## config.mk

```make
export PLATFORM = sky130hd
export DESIGN_NAME = csr_rmw_seq_flat
export DESIGN_NICKNAME = d
export VERILOG_FILES = /design/src/rtl/csr_rmw_seq_if.sv /design/src/rtl/csr_rmw_seq.sv /design/src/flat_wrapper.sv
export SDC_FILE = /design/constraint.sdc
export NUM_CORES = 1
export LEC_CHECK = 0
export BUFFER_PORTS_ARGS = -buffer_cell sky130_fd_sc_hd__buf_4
export CAP_MARGIN = 40
export CORE_UTILIZATION = 30
export CTS_CLUSTER_SIZE = 30
export DETAILED_ROUTE_END_ITERATION = 6
export SYNTH_ARGS = -nofsm -noshare
export SYNTH_HDL_FRONTEND = slang
export SYNTH_SLANG_ARGS = --single-unit
```

## constraint.sdc

```tcl
create_clock -name clk -period 3.5 [get_ports clk]
set_clock_uncertainty 0.05 [all_clocks]
set_input_delay 0.525 -clock clk [delete_from_list [all_inputs] [get_ports clk]]
set_output_delay 0.525 -clock clk [all_outputs]
set_load 0.05 [all_outputs]
```

## src/rtl/csr_rmw_seq_if.sv

```systemverilog
// Bundle of request, CSR-bus and writeback signals for csr_rmw_seq.
// master: the sequencer side; slave: decode / CSR file / writeback side.
interface csr_rmw_seq_if #(
  parameter int XLEN = 32
);
  logic            req_valid;
  logic            req_ready;
  logic [2:0]      req_funct3;
  logic [11:0]     req_addr;
  logic [XLEN-1:0] req_rs1;
  logic [4:0]      req_zimm;
  logic [4:0]      req_rd;

  logic            csr_rd_en;
  logic            csr_wr_en;
  logic [11:0]     csr_addr;
  logic [XLEN-1:0] csr_wdata;
  logic [XLEN-1:0] csr_rdata;
  logic            csr_rvalid;
  logic            csr_wready;

  logic            wb_valid;
  logic            wb_ready;
  logic [4:0]      wb_rd;
  logic [XLEN-1:0] wb_data;
  logic            wb_illegal;
  logic            wb_buserr;

  modport master (
    input  req_valid, req_funct3, req_addr, req_rs1, req_zimm, req_rd,
    input  csr_rdata, csr_rvalid, csr_wready, wb_ready,
    output req_ready, csr_rd_en, csr_wr_en, csr_addr, csr_wdata,
    output wb_valid, wb_rd, wb_data, wb_illegal, wb_buserr
  );

  modport slave (
    output req_valid, req_funct3, req_addr, req_rs1, req_zimm, req_rd,
    output csr_rdata, csr_rvalid, csr_wready, wb_ready,
    input  req_ready, csr_rd_en, csr_wr_en, csr_addr, csr_wdata,
    input  wb_valid, wb_rd, wb_data, wb_illegal, wb_buserr
  );
endinterface

```

## src/rtl/csr_rmw_seq.sv

```systemverilog
// Zicsr read-modify-write sequencer: IDLE -> READ -> WRITE -> WB on the CSR bus.
// Optional feature macro: CSR_RDONLY_CHECK_EN (reject writes to addr[11:10]==2'b11).
module csr_rmw_seq #(
  parameter int XLEN           = 32,
  parameter int TIMEOUT_CYCLES = 16
) (
  input logic           clk,
  input logic           rst_n,
  csr_rmw_seq_if.master bus
);
  localparam int            CW        = $clog2(TIMEOUT_CYCLES + 1);
  localparam logic [CW-1:0] LAST_WAIT = CW'(TIMEOUT_CYCLES - 1);

  typedef enum logic [1:0] {IDLE, READ, WRITE, WB} state_t;
  typedef enum logic [1:0] {OP_ILL = 2'b00, OP_RW = 2'b01, OP_RS = 2'b10, OP_RC = 2'b11} op_t;

  state_t          state;
  op_t             op;
  logic [XLEN-1:0] src;
  logic            do_write;
  logic [CW-1:0]   wait_cnt;
  logic            rd_en, wr_en, wb_valid, wb_illegal, wb_buserr;
  logic [11:0]     addr;
  logic [XLEN-1:0] wdata, wb_data;
  logic [4:0]      wb_rd;

  op_t             in_op;
  logic [XLEN-1:0] in_src;
  logic            in_read, in_write, in_ro_fault;

  always_comb begin
    in_op    = op_t'(bus.req_funct3[1:0]);
    in_src   = bus.req_funct3[2] ? XLEN'(bus.req_zimm) : bus.req_rs1;
    in_read  = !(in_op == OP_RW && bus.req_rd == 5'd0);
    in_write = (in_op == OP_RW) || (in_src != '0);
`ifdef CSR_RDONLY_CHECK_EN
    in_ro_fault = (bus.req_addr[11:10] == 2'b11) && in_write;
`else
    in_ro_fault = 1'b0;
`endif
  end

  // A skipped read is treated as old == 0 when merging.
  function automatic logic [XLEN-1:0] merge(input op_t o, input logic [XLEN-1:0] old,
                                            input logic [XLEN-1:0] s);
    case (o)
      OP_RS:   return old | s;
      OP_RC:   return old & ~s;
      default: return s;
    endcase
  endfunction

  always_ff @(posedge clk or negedge rst_n) begin
    if (!rst_n) begin
      state      <= IDLE;
      op         <= OP_ILL;
      src        <= '0;
      do_write   <= 1'b0;
      wait_cnt   <= '0;
      rd_en      <= 1'b0;
      wr_en      <= 1'b0;
      wb_valid   <= 1'b0;
      wb_illegal <= 1'b0;
      wb_buserr  <= 1'b0;
      addr       <= '0;
      wdata      <= '0;
      wb_rd      <= '0;
      wb_data    <= '0;
    end else begin
      case (state)
        IDLE: if (bus.req_valid) begin
          addr       <= bus.req_addr;
          wb_rd      <= bus.req_rd;
          op         <= in_op;
          src        <= in_src;
          do_write   <= in_write;
          wait_cnt   <= '0;
          wb_illegal <= 1'b0;
          wb_buserr  <= 1'b0;
          wb_data    <= '0;
          if (in_op == OP_ILL || in_ro_fault) begin
            state      <= WB;
            wb_valid   <= 1'b1;
            wb_illegal <= 1'b1;
          end else if (in_read) begin
            state <= READ;
            rd_en <= 1'b1;
          end else begin
            state <= WRITE;
            wr_en <= 1'b1;
            wdata <= merge(in_op, '0, in_src);
          end
        end
        READ: if (bus.csr_rvalid) begin
          rd_en    <= 1'b0;
          wait_cnt <= '0;
          wb_data  <= bus.csr_rdata;
          if (do_write) begin
            state <= WRITE;
            wr_en <= 1'b1;
            wdata <= merge(op, bus.csr_rdata, src);
          end else begin
            state    <= WB;
            wb_valid <= 1'b1;
          end
        end else if (wait_cnt == LAST_WAIT) begin
          rd_en     <= 1'b0;
          state     <= WB;
          wb_valid  <= 1'b1;
          wb_buserr <= 1'b1;
        end else begin
          wait_cnt <= wait_cnt + CW'(1);
        end
        // A timed-out write is dropped, never retried.
        WRITE: if (bus.csr_wready) begin
          wr_en    <= 1'b0;
          state    <= WB;
          wb_valid <= 1'b1;
        end else if (wait_cnt == LAST_WAIT) begin
          wr_en     <= 1'b0;
          state     <= WB;
          wb_valid  <= 1'b1;
          wb_buserr <= 1'b1;
          wb_data   <= '0;
        end else begin
          wait_cnt <= wait_cnt + CW'(1);
        end
        WB: if (bus.wb_ready) begin
          wb_valid <= 1'b0;
          state    <= IDLE;
        end
        default: state <= IDLE;
      endcase
    end
  end

  assign bus.req_ready  = (state == IDLE);
  assign bus.csr_rd_en  = rd_en;
  assign bus.csr_wr_en  = wr_en;
  assign bus.csr_addr   = addr;
  assign bus.csr_wdata  = wdata;
  assign bus.wb_valid   = wb_valid;
  assign bus.wb_rd      = wb_rd;
  assign bus.wb_data    = wb_data;
  assign bus.wb_illegal = wb_illegal;
  assign bus.wb_buserr  = wb_buserr;
endmodule

```

## src/flat_wrapper.sv

```systemverilog
// flat-port wrapper written by rule: the top's interface ports become plain ports
module csr_rmw_seq_flat 
#(
  parameter int XLEN           = 32,
  parameter int TIMEOUT_CYCLES = 16
)
  (clk, rst_n, bus_req_valid, bus_req_funct3, bus_req_addr, bus_req_rs1, bus_req_zimm, bus_req_rd, bus_csr_rdata, bus_csr_rvalid, bus_csr_wready, bus_wb_ready, bus_req_ready, bus_csr_rd_en, bus_csr_wr_en, bus_csr_addr, bus_csr_wdata, bus_wb_valid, bus_wb_rd, bus_wb_data, bus_wb_illegal, bus_wb_buserr);
  csr_rmw_seq_if #(.XLEN(XLEN)) bus_i ();
  input logic clk;
  input logic rst_n;
  input wire logic [$bits(bus_i.req_valid)-1:0] bus_req_valid;
  input wire logic [$bits(bus_i.req_funct3)-1:0] bus_req_funct3;
  input wire logic [$bits(bus_i.req_addr)-1:0] bus_req_addr;
  input wire logic [$bits(bus_i.req_rs1)-1:0] bus_req_rs1;
  input wire logic [$bits(bus_i.req_zimm)-1:0] bus_req_zimm;
  input wire logic [$bits(bus_i.req_rd)-1:0] bus_req_rd;
  input wire logic [$bits(bus_i.csr_rdata)-1:0] bus_csr_rdata;
  input wire logic [$bits(bus_i.csr_rvalid)-1:0] bus_csr_rvalid;
  input wire logic [$bits(bus_i.csr_wready)-1:0] bus_csr_wready;
  input wire logic [$bits(bus_i.wb_ready)-1:0] bus_wb_ready;
  output wire logic [$bits(bus_i.req_ready)-1:0] bus_req_ready;
  output wire logic [$bits(bus_i.csr_rd_en)-1:0] bus_csr_rd_en;
  output wire logic [$bits(bus_i.csr_wr_en)-1:0] bus_csr_wr_en;
  output wire logic [$bits(bus_i.csr_addr)-1:0] bus_csr_addr;
  output wire logic [$bits(bus_i.csr_wdata)-1:0] bus_csr_wdata;
  output wire logic [$bits(bus_i.wb_valid)-1:0] bus_wb_valid;
  output wire logic [$bits(bus_i.wb_rd)-1:0] bus_wb_rd;
  output wire logic [$bits(bus_i.wb_data)-1:0] bus_wb_data;
  output wire logic [$bits(bus_i.wb_illegal)-1:0] bus_wb_illegal;
  output wire logic [$bits(bus_i.wb_buserr)-1:0] bus_wb_buserr;
  assign bus_i.req_valid = bus_req_valid;
  assign bus_i.req_funct3 = bus_req_funct3;
  assign bus_i.req_addr = bus_req_addr;
  assign bus_i.req_rs1 = bus_req_rs1;
  assign bus_i.req_zimm = bus_req_zimm;
  assign bus_i.req_rd = bus_req_rd;
  assign bus_i.csr_rdata = bus_csr_rdata;
  assign bus_i.csr_rvalid = bus_csr_rvalid;
  assign bus_i.csr_wready = bus_csr_wready;
  assign bus_i.wb_ready = bus_wb_ready;
  assign bus_req_ready = bus_i.req_ready;
  assign bus_csr_rd_en = bus_i.csr_rd_en;
  assign bus_csr_wr_en = bus_i.csr_wr_en;
  assign bus_csr_addr = bus_i.csr_addr;
  assign bus_csr_wdata = bus_i.csr_wdata;
  assign bus_wb_valid = bus_i.wb_valid;
  assign bus_wb_rd = bus_i.wb_rd;
  assign bus_wb_data = bus_i.wb_data;
  assign bus_wb_illegal = bus_i.wb_illegal;
  assign bus_wb_buserr = bus_i.wb_buserr;
  csr_rmw_seq #(.XLEN(XLEN), .TIMEOUT_CYCLES(TIMEOUT_CYCLES)) u_core (.clk(clk), .rst_n(rst_n), .bus(bus_i));
endmodule
```

==> summary.md, run 1 <==
| Metric | Value |
|---|---|
| Status | `completed` |
| Buffer levels on the longest clock path | `2` |
| H-tree depth | `4` |
| Die ar. | `21100 um2` |
| Final Slew Violations | `0` |
| Placed cell area | `7840 um2` |
| DR DRC count | `0` |
| Most common cell in the synthesized netlist | `dfrtp_1` |
| Register bit count reported by yosys | `128` |
| Worst R2R Start | `u_core.state[1]` |
| Worst reg2reg setup slack | `0.86 ns` |
| Critical Path End | `u_core.bus.wb_data[7]` |
| Final min period | `2.64 ns` |
| Hold WS | `0.276 ns` |
| Pint | `4.89 mW` |
| Largest net degree at the start of global routing | `53` |
| Achievable Freq | `379 MHz` |
| Synth Warn # | `0` |
| Layout cells sized above 1 | `0.391` |
| Largest area contributor in the netlist | `dfrtp_1` |
| Core Area | `20200 um2` |
| Routed vias | `4963` |
| Synth-to-layout area growth | `36.8%` |
| Clock sink count | `128` |
| VDD IR max | `653 uV` |
| Dominant cells by area after synthesis | `dfrtp_1 52%, a22o_1 8.5%, mux2_4 7.3%` |
| Setup crit end kind | `flop` |
| Arr. time, crit path | `2.89 ns` |
| Worst reg-to-reg path cell count | `7` |
| Post-Syn Instances | `542` |
| CP Launch Point | `u_core.state[1]` |
| Final period utilization | `0.753` |
| Final-report hold violation count | `0` |
| Clock power frac | `0.201` |
| Setup TNS Final | `0 ns` |
| Iteration-0 DRC Markers | `273` |
| Root Buffer | `clkbuf_16` |
| Power per cell area | `1050 nW/um2` |
| Most instantiated cells after synthesis | `128 x dfrtp_1, 98 x nand2_1, 60 x a22o_1` |
| Mapped cell area | `6170 um2` |
| Part of the power in combinational logic | `0.519` |
| Slew margin rel. | `0.573` |
| Initial core utilization | `0.306` |
| Vias in the first global route | `5144` |
| Crit-path max FO | `32` |
| Crit path kind | `reg2reg` |
| R2R Path End | `u_core.bus.wb_data[7]` |
| Fillers | `1991` |
| Cts repair resizes | `0` |
| Clock slew at reported path FFs | `0.06 ns` |
| First-pass GRT wire length | `28900 um` |
| Grt ovf | `0` |
| Final ANT Viol Nets | `0` |
| Yosys cell types | `46` |
| Worst Tran Pin Value | `0.640 ns` |
| Maxcap violations | `0` |
| Leakage | `4.14 nW` |
| Post-synth EDFFs | `0` |
| Vias/cell | `4.95` |
| HPWL Detailed | `12500 um` |
| Psw | `3.94 mW` |
| Gr usage total | `0.178` |
| Design area | `8430 um2` |
| Critical path launch point type | `flop` |
| Post-layout util | `0.418` |
| Hold Crit Class | `in2reg` |
| Seq/Total Area, Yosys | `0.519` |
| Register share of total power | `0.281` |
| Num CTS Buffers | `17` |
| Fin nets | `821` |
| Post-synth top flop | `dfrtp_1` |
| Drt pass-1 iters | `4` |
| # rows | `52` |
| Final GP Congestion | `0.850` |
| Final WL | `18000 um` |
| Synth Net Count | `643` |
| Initial antenna violation count | `0` |
| CP required | `3.75 ns` |
| Die height | `145 um` |
| Syn_area_per_cell | `11.4 um2` |
| Die W | `145 um` |
| Antenna cell count | `0` |
| RSZ-0062 raised after global routing | `false` |
| Worst-Skew Late Latency | `0.42 ns` |
| Async S/R FF share, synth | `1.00` |
| Setup Viol. Count Final | `0` |
| I/O pins | `182` |
| Wire per inst | `17.9 um` |
| IO Port Bufs | `181` |
| Switching part of the total | `0.446` |
| Share of the synthesized area in the top cell type | `0.519` |
| CTS tree | `yes` |
## through the flow
stage / cells / setup WS (ns) / power (mW)
2_1_floorplan: 542 / 0.950 / 5.75
3_3_place_gp: 970 / 0.806 / 7.05
3_5_place_dp: 970 / 0.786 / 7.11
4_1_cts: 1002 / 0.878 / 8.91
5_1_grt: 1002 / 0.745 / 9.32
6_report: 1002 / 0.863 / 8.83
## registers in the layout, indices dropped and copies added, names as in the netlist
signal	cells
u_core.wait_cnt	5
u_core.bus.csr_addr	12
u_core.bus.wb_rd	5
u_core.bus.wb_valid	1
u_core.src	32
u_core.bus.csr_wr_en	1
u_core.op	2
u_core.state	2
u_core.bus.csr_rd_en	1
u_core.bus.wb_illegal	1
u_core.do_write	1
u_core.bus.wb_buserr	1
u_core.bus.csr_wdata	32
u_core.bus.wb_data	32
## worst min-delay path by stage
| stage | slack (ns) | cells after the start | to | startpoint |
|---|---|---|---|---|
| final | 0.28 | 2 | u_core.bus.wb_data[12] | bus_csr_rdata[12] |
| after floorplan | 0.18 | 0 | u_core.bus.csr_addr[0] | rst_n |
| after detailed placement | 0.43 | 2 | u_core.bus.wb_illegal | u_core.bus.wb_illegal |
| after CTS | 0.25 | 2 | u_core.bus.wb_data[12] | bus_csr_rdata[12] |
| after global routing | 0.25 | 2 | u_core.bus.wb_data[12] | bus_csr_rdata[12] |
| after global placement | 0.42 | 2 | u_core.bus.wb_illegal | u_core.bus.wb_illegal |
## layout make-up
type / instances / area (um2) / share of cell area
clock buffer: 19 / 453 / 0.0537
multi-input combinational: 371 / 2790 / 0.330
inverter: 7 / 26.3 / 0.00312
timing repair buffer: 195 / 1500 / 0.177
clock inverter: 12 / 133 / 0.0157
tap: 270 / 338 / 0.0401
sequential: 128 / 3200 / 0.380
## critical path, stage by stage (launching register included)
cell	delay, ns
dfrtp_1	0.44
inv_1	0.11
ha_1	0.36
nor2b_1	0.24
or3b_2	0.53
a211o_1	0.25
buf_4	0.26
a22o_1	0.28
## placed cells by master, fill, tap and decap left out, drive strengths merged, types with 8 or more instances in the layout
master,netlist,final
a22o,60,60
dfrtp,128,128
inv,6,9
buf,4,194
mux2,52,52
clkinv,1,8
o21ai,38,38
clkbuf,32,19
nand2,98,98
nor2,9,9
mux2i,37,37
a21oi,8,8
## per-layer routing
layer,global-route usage,part of all wire,up-vias
li1,-,-,2332
met1,0.236,0.45,2441
met2,0.275,0.46,171
met3,0.0592,0.068,19
met4,0.0563,0.015,0
met5,0,0,-
## logic make-up (layout without fill, tap and decap cells)
group                      count (synthesis)  count (layout)  synth area share
muxes                                     89              89             0.173
buffers and inverters                     43             233            0.0316
and+or+nand+nor                          136             136            0.0949
AOI/OAI and AO/OA                        140             140             0.169
adders and majority gates                  6               6            0.0122
DFF                                      128             128             0.519
## timing repair
item,in CTS,in global routing
setup buffers,0,0
hold endpoints to repair,1,0
hold buffers,1,0
## power by group through the flow
stage                     logic [mW]  registers [mW]  clock network, mW
after global routing            4.88            2.56               1.88
final                           4.58            2.48               1.77
after CTS                       4.62            2.48               1.81
after detailed placement        4.62            2.49                  0
after floorplan                 1.94            3.81                  0
after global placement          4.57            2.48                  0
(Power assumes the default switching activity.)
==> inputs of run 2 (changes only) <==
- clock period: 3.5 -> 2.6 ns (I/O delays scaled with it)
==> run 2 against run 1 <==
Effect of this change:
- global-route usage increased by 0.12 points
- sequential share of layout area decreased by 0.44 points
- via count increased by 0.66%
- total power increased by 37%
- fmax increased by 7.4%
- highest routed layer unchanged
==> summary.md, run 2 (synthesized netlist as in run 1, its figures left out) <==
| Metric | Value |
|---|---|
| Clock slew at reported path FFs | `0.06 ns (about the same)` |
| Final setup margin | `0.144 ns (-0.719 ns)` |
| Final WL | `18300 um (+1.6%)` |
| Die ar. | `21100 um2 (unchanged)` |
| Crit path kind | `reg2reg` |
| Hold Crit Class | `in2reg` |
| Most common cell after layout, fill and taps aside | `buf_4` |
| Grt ovf | `0 (unchanged)` |
| Iteration-0 DRC Markers | `255 (-6.6%)` |
| Psw | `5.39 mW (+37%)` |
| Placed cell area | `7900 um2 (+0.80%)` |
| Vias in the first global route | `5130 (-0.27%)` |
| Slowest CP cell | `a211o_4` |
| Final GP Congestion | `0.846 (-0.45%)` |
| Worst reg2reg setup slack | `0.14 ns (-0.72 ns)` |
| Clock sink count | `128 (unchanged)` |
| Post-Place Setup Slack | `0.0102 ns (-0.776 ns)` |
| HPWL Detailed | `13000 um (+4.1%)` |
| Pint | `6.74 mW (+38%)` |
| Setup Buffers After CTS | `0 (unchanged)` |
| Synth-to-layout area growth | `38.4%` |
| Fin nets | `831 (+1.2%)` |
| CP Cell Sequence | `inv_1, ha_1, a21boi_0, a211o_4, mux2_2` |
| Final Slew Violations | `0 (unchanged)` |
| Design area | `8530 um2 (+1.2%)` |
| Num CTS Buffers | `17 (unchanged)` |
| DR DRC count | `0 (unchanged)` |
| # rows | `52 (unchanged)` |
| Core Area | `20200 um2 (unchanged)` |
| Gr usage total | `0.179 (+0.00117)` |
| Layout cells sized above 1 | `0.401 (+0.0104)` |
| First-pass GRT wire length | `29300 um (+1.6%)` |
| IO Port Bufs | `181 (unchanged)` |
| Final min period | `2.46 ns (-0.181 ns)` |
| Setup Viol. Count Final | `0 (unchanged)` |
| Vias/cell | `4.93 (-0.43%)` |
| Final-report hold violation count | `0 (unchanged)` |
| VDD IR max | `906 uV (+39%)` |
| Final period utilization | `0.945 (+0.191)` |
| Critical path launch point type | `flop` |
| Hold WS | `0.146 ns (-0.130 ns)` |
| Power per cell area | `1420 nW/um2 (+36%)` |
| Crit-path max FO | `32 (unchanged)` |
| Setup TNS Final | `0 ns (unchanged)` |
| Worst Tran Pin Value | `0.639 ns (-0.00143 ns)` |
| Setup crit end kind | `flop` |
| Antenna cell count | `0 (unchanged)` |
| Drt pass-1 iters | `5 (+1)` |
| Wire per inst | `18.0 um (+0.53%)` |
| Initial core utilization | `0.306 (unchanged)` |
| Root Buffer | `clkbuf_16` |
| Fillers | `2025 (+1.7%)` |
| Leakage | `4.19 nW (+1.1%)` |
| CP required | `2.85 ns (-0.90 ns)` |
| Clock power frac | `0.209 (+0.008)` |
| Buffer levels on the longest clock path | `2 (unchanged)` |
| CTS tree | `yes` |
| Register share of total power | `0.278 (-0.003)` |
| H-tree depth | `4 (unchanged)` |
| Arr. time, crit path | `2.71 ns (-0.18 ns)` |
| Largest net degree at the start of global routing | `50 (-5.7%)` |
| Final ANT Viol Nets | `0 (unchanged)` |
| Routed vias | `4996 (+0.66%)` |
| Switching part of the total | `0.444 (-0.00184)` |
| Most frequent cells in the layout | `202 x buf_4, 128 x dfrtp_1, 97 x nand2_1, 60 x a22o_1, 38 x o21ai_0` |
| RSZ-0062 raised after global routing | `false` |
| Worst-Skew Late Latency | `0.42 ns (about the same)` |
| Achievable Freq | `407 MHz (+7.4%)` |
| Die height | `145 um (unchanged)` |
| Status | `completed` |
| Maxcap violations | `0 (unchanged)` |
| Initial antenna violation count | `0 (unchanged)` |
| Post-layout util | `0.423 (+0.00490)` |
| Die W | `145 um (unchanged)` |
| Worst path max stage delay | `0.57 ns (+0.04 ns)` |
| Slew margin rel. | `0.574 (+0.000956)` |
| Part of the power in combinational logic | `0.513 (-0.006)` |
| I/O pins | `182 (unchanged)` |
run 2: critical path: cells and delay by family (launching register included):
kind                     cells  cell delay (ns)
buffers and inverters        1             0.12
adder cells (fa/ha/maj)      1             0.36
multiplexers                 1             0.40
flip-flops                   1             0.43
AO/OA/AOI/OAI                2             0.95
run 2: power by group through the flow:
stage               clock network, mW  registers, mW  logic (mW)
CTS                              2.59           3.37        6.27
floorplan                           0           5.13        2.62
global route                     2.68           3.47        6.61
detailed placement                  0           3.39        6.26
global placement                    0           3.38        6.19
finish                           2.54           3.37        6.22
run 2: per-layer routing:
layer  part of all wire  track usage
met4              0.012       0.0447
met5                  0            0
met2               0.46        0.282
met3              0.068       0.0539
met1               0.46        0.242
run 2: per-stage QoR:
stage                     total power [mW]  cells
after detailed placement              9.65    980
after CTS                             12.2   1013
after global routing                  12.8   1013
after global placement                9.57    980
final                                 12.1   1013
after floorplan                       7.75    542
run 2: worst paths after layout:
check                           cells past startpoint                  endpoint                   from
worst min register to register                      2     u_core.bus.wb_illegal  u_core.bus.wb_illegal
worst max register to register                      5  u_core.bus.csr_wdata[20]        u_core.state[1]
worst max-delay path                                5  u_core.bus.csr_wdata[20]        u_core.state[1]
worst min-delay path                                2     u_core.bus.wb_data[8]       bus_csr_rdata[8]
max in group asynchronous                           3  u_core.bus.csr_wdata[28]                  rst_n
min in group asynchronous                           2    u_core.bus.csr_addr[4]                  rst_n
run 2: repair_timing:
| action | in CTS | in global routing |
|---|---|---|
| endpoints found under the hold margin | 45 | 0 |
| endpoints found under the setup margin | 0 | 2 |
| gates resized for setup | 0 | 1 |
| hold buffers | 1 | 0 |
run 2: cell type report:
class	count	area (um2)	share of cell area
Sequential cell	128	3200	0.375
Multi-Input combinational cell	371	2790	0.327
Timing Repair Buffer	205	1560	0.183
Clock buffer	18	439	0.0515
Tap cell	270	338	0.0396
Clock inverter	14	179	0.0210
Inverter	7	26.3	0.00308
==> inputs of run 3 (changes only) <==
- clock period: 2.6 -> 2.55 ns (I/O delays scaled with it)
==> run 3 against run 2 <==
Effect of this change:
- non-clock buffer count down 2
- cell count decreased by 0.20%
- sequential cell count unchanged
- combinational power increased by 3.5%
- largest cell class unchanged
- highest routed layer unchanged
==> summary.md, run 3 (synthesized netlist as in run 1, its figures left out) <==
| Metric | Value |
|---|---|
| Arr. time, crit path | `2.57 ns (-0.14 ns)` |
| Fin nets | `829 (-0.24%)` |
| Power per cell area | `1440 nW/um2 (+1.2%)` |
| CP required | `2.80 ns (-0.05 ns)` |
| Cts repair resizes | `0 (unchanged)` |
| Design area | `8540 um2 (about the same)` |
| Most common cell after layout, fill and taps aside | `buf_4` |
| Most frequent cells in the layout | `196 x buf_4, 128 x dfrtp_1, 97 x nand2_1, 60 x a22o_1, 38 x o21ai_0` |
| # rows | `52 (unchanged)` |
| Grt ovf | `0 (unchanged)` |
| Switching part of the total | `0.444 (-0.000789)` |
| Hold_buf cts | `1 (unchanged)` |
| Slowest CP cell | `or3b_2` |
| Critical path launch point type | `flop` |
| RSZ-0062 raised after global routing | `false` |
| Initial antenna violation count | `0 (unchanged)` |
| Leakage | `4.18 nW (-0.16%)` |
| Final GP Congestion | `0.854 (+0.89%)` |
| Post-layout util | `0.423 (about the same)` |
| Final ANT Viol Nets | `0 (unchanged)` |
| Psw | `5.44 mW (+1.0%)` |
| Setup Viol. Count Final | `0 (unchanged)` |
| Worst path max stage delay | `0.51 ns (-0.06 ns)` |
| Status | `completed` |
| Part of the power in combinational logic | `0.524 (+0.011)` |
| Crit-path max FO | `21 (-34%)` |
| Hold Crit Class | `in2reg` |
| First-pass GRT wire length | `28600 um (-2.3%)` |
| Maxcap violations | `0 (unchanged)` |
| Worst Tran Pin Value | `0.633 ns (-0.00595 ns)` |
| Synth-to-layout area growth | `38.4% (about the same)` |
| Post-Layout Cell Count | `1011 (-0.20%)` |
| CP top delay family | `simple AND/OR/NAND/NOR gates` |
| VDD IR max | `1100 uV (+21%)` |
| Multi-input logic area | `2790 um2 (-0.13%)` |
| FF+latch area | `3200 um2 (unchanged)` |
| Wire per inst | `17.9 um (-0.71%)` |
| Routed vias | `4955 (-0.82%)` |
| Worst-Skew Late Latency | `0.42 ns (about the same)` |
| Setup crit end kind | `flop` |
| Setup TNS Final | `0 ns (unchanged)` |
| Buffer levels on the longest clock path | `2 (unchanged)` |
| Clock power frac | `0.199 (-0.010)` |
| H-tree depth | `4 (unchanged)` |
| Fillers | `1968 (-2.8%)` |
| Register share of total power | `0.277 (about the same)` |
| Setup Buffers After CTS | `0 (unchanged)` |
| Clock sink count | `128 (unchanged)` |
| Core Area | `20200 um2 (unchanged)` |
| Iteration-0 DRC Markers | `265 (+3.9%)` |
| Placed cell area | `7940 um2 (+0.44%)` |
| IO Port Bufs | `181 (unchanged)` |
| Layout cells sized above 1 | `0.398 (-0.00297)` |
| Largest net degree at the start of global routing | `78 (+56%)` |
| Pint | `6.83 mW (+1.4%)` |
| Num CTS Buffers | `17 (unchanged)` |
| Vias in the first global route | `5154 (+0.47%)` |
| Final Slew Violations | `0 (unchanged)` |
| WP buf/inv | `2 (+1)` |
| Final period utilization | `0.911 (-0.0338)` |
| Antenna cell count | `0 (unchanged)` |
| Placed cell count | `978 (-0.20%)` |
| Die height | `145 um (unchanged)` |
| Die W | `145 um (unchanged)` |
| Final min period | `2.32 ns (-0.133 ns)` |
| Final WL | `18100 um (-0.91%)` |
| Crit path kind | `reg2reg` |
| CP Cell Sequence | `inv_1, ha_1, nor2b_1, or3b_2, a211o_1, buf_4, a22o_1` |
| Slew margin rel. | `0.573 (-0.00155)` |
| Initial core utilization | `0.306 (unchanged)` |
| Clock slew at reported path FFs | `0.06 ns (about the same)` |
| HPWL Detailed | `13100 um (+0.74%)` |
| I/O pins | `182 (unchanged)` |
| Gr usage total | `0.176 (-0.00329)` |
| Die ar. | `21100 um2 (unchanged)` |
| Final-report hold violation count | `0 (unchanged)` |
| Vias/cell | `4.90 (-0.62%)` |
| CTS tree | `yes` |
| Root Buffer | `clkbuf_16` |
| Drt pass-1 iters | `5 (unchanged)` |
| Achievable Freq | `431 MHz (+5.7%)` |
| DR DRC count | `0 (unchanged)` |
-- run 3: cell count changes in the layout (fill, tap and decap cells not counted), sizes merged --
cell	before	now
inv	12	8
buf	204	202
clkinv	4	6
clkinvlp	2	4
bufinv	3	2
clkbuf	18	19
-- run 3: per-layer routing --
metal  global-route usage  routed length, um  vias to the layer above  share of wire
met5                    0                  0                        -              0
met4               0.0442                107                        0         0.0059
met3               0.0605               1290                        8          0.071
met2                0.287               8790                      166           0.49
met1                0.224               7920                     2427           0.44
li1                     -                  -                     2354              -
-- run 3: final cells by class --
cell class / instances / area share
Tap cell: 270 / 0.0396
Sequential cell: 128 / 0.375
Clock buffer: 19 / 0.0531
Clock inverter: 13 / 0.0160
Inverter: 7 / 0.00308
Multi-Input combinational cell: 371 / 0.326
Timing Repair Buffer: 203 / 0.187
-- run 3: power groups by stage --
stage               registers, mW  logic, mW  clock network (mW)
floorplan                    5.23       2.67                   0
global placement             3.40       6.42                   0
detailed placement           3.42       6.49                   0
CTS                          3.40       6.51                2.50
global route                 3.50       6.82                2.58
finish                       3.40       6.44                2.44
-- run 3: through the flow --
| stage | total power, mW | worst slack (ns) | hold WS [ns] |
|---|---|---|---|
| after CTS | 12.4 | 0.215 | 0.123 |
| final | 12.3 | 0.228 | 0.139 |
| after floorplan | 7.90 | 0.000306 | 0.0369 |
| after global placement | 9.83 | 0.131 | 0.169 |
| after detailed placement | 9.91 | 0.115 | 0.169 |
| after global routing | 12.9 | 0.117 | 0.120 |
-- run 3: worst paths after layout --
check	to	start	depth (start not counted)	slack [ns]
max reg2reg	u_core.bus.wb_data[9]	u_core.state[0]	7	0.23
min	u_core.bus.wb_data[12]	bus_csr_rdata[12]	2	0.14
max in group asynchronous	u_core.src[20]	rst_n	3	1.41
min reg2reg	u_core.bus.csr_wr_en	u_core.bus.csr_wr_en	1	0.44
max	u_core.bus.wb_data[9]	u_core.state[0]	7	0.23
min in group asynchronous	u_core.bus.csr_addr[6]	rst_n	2	0.30
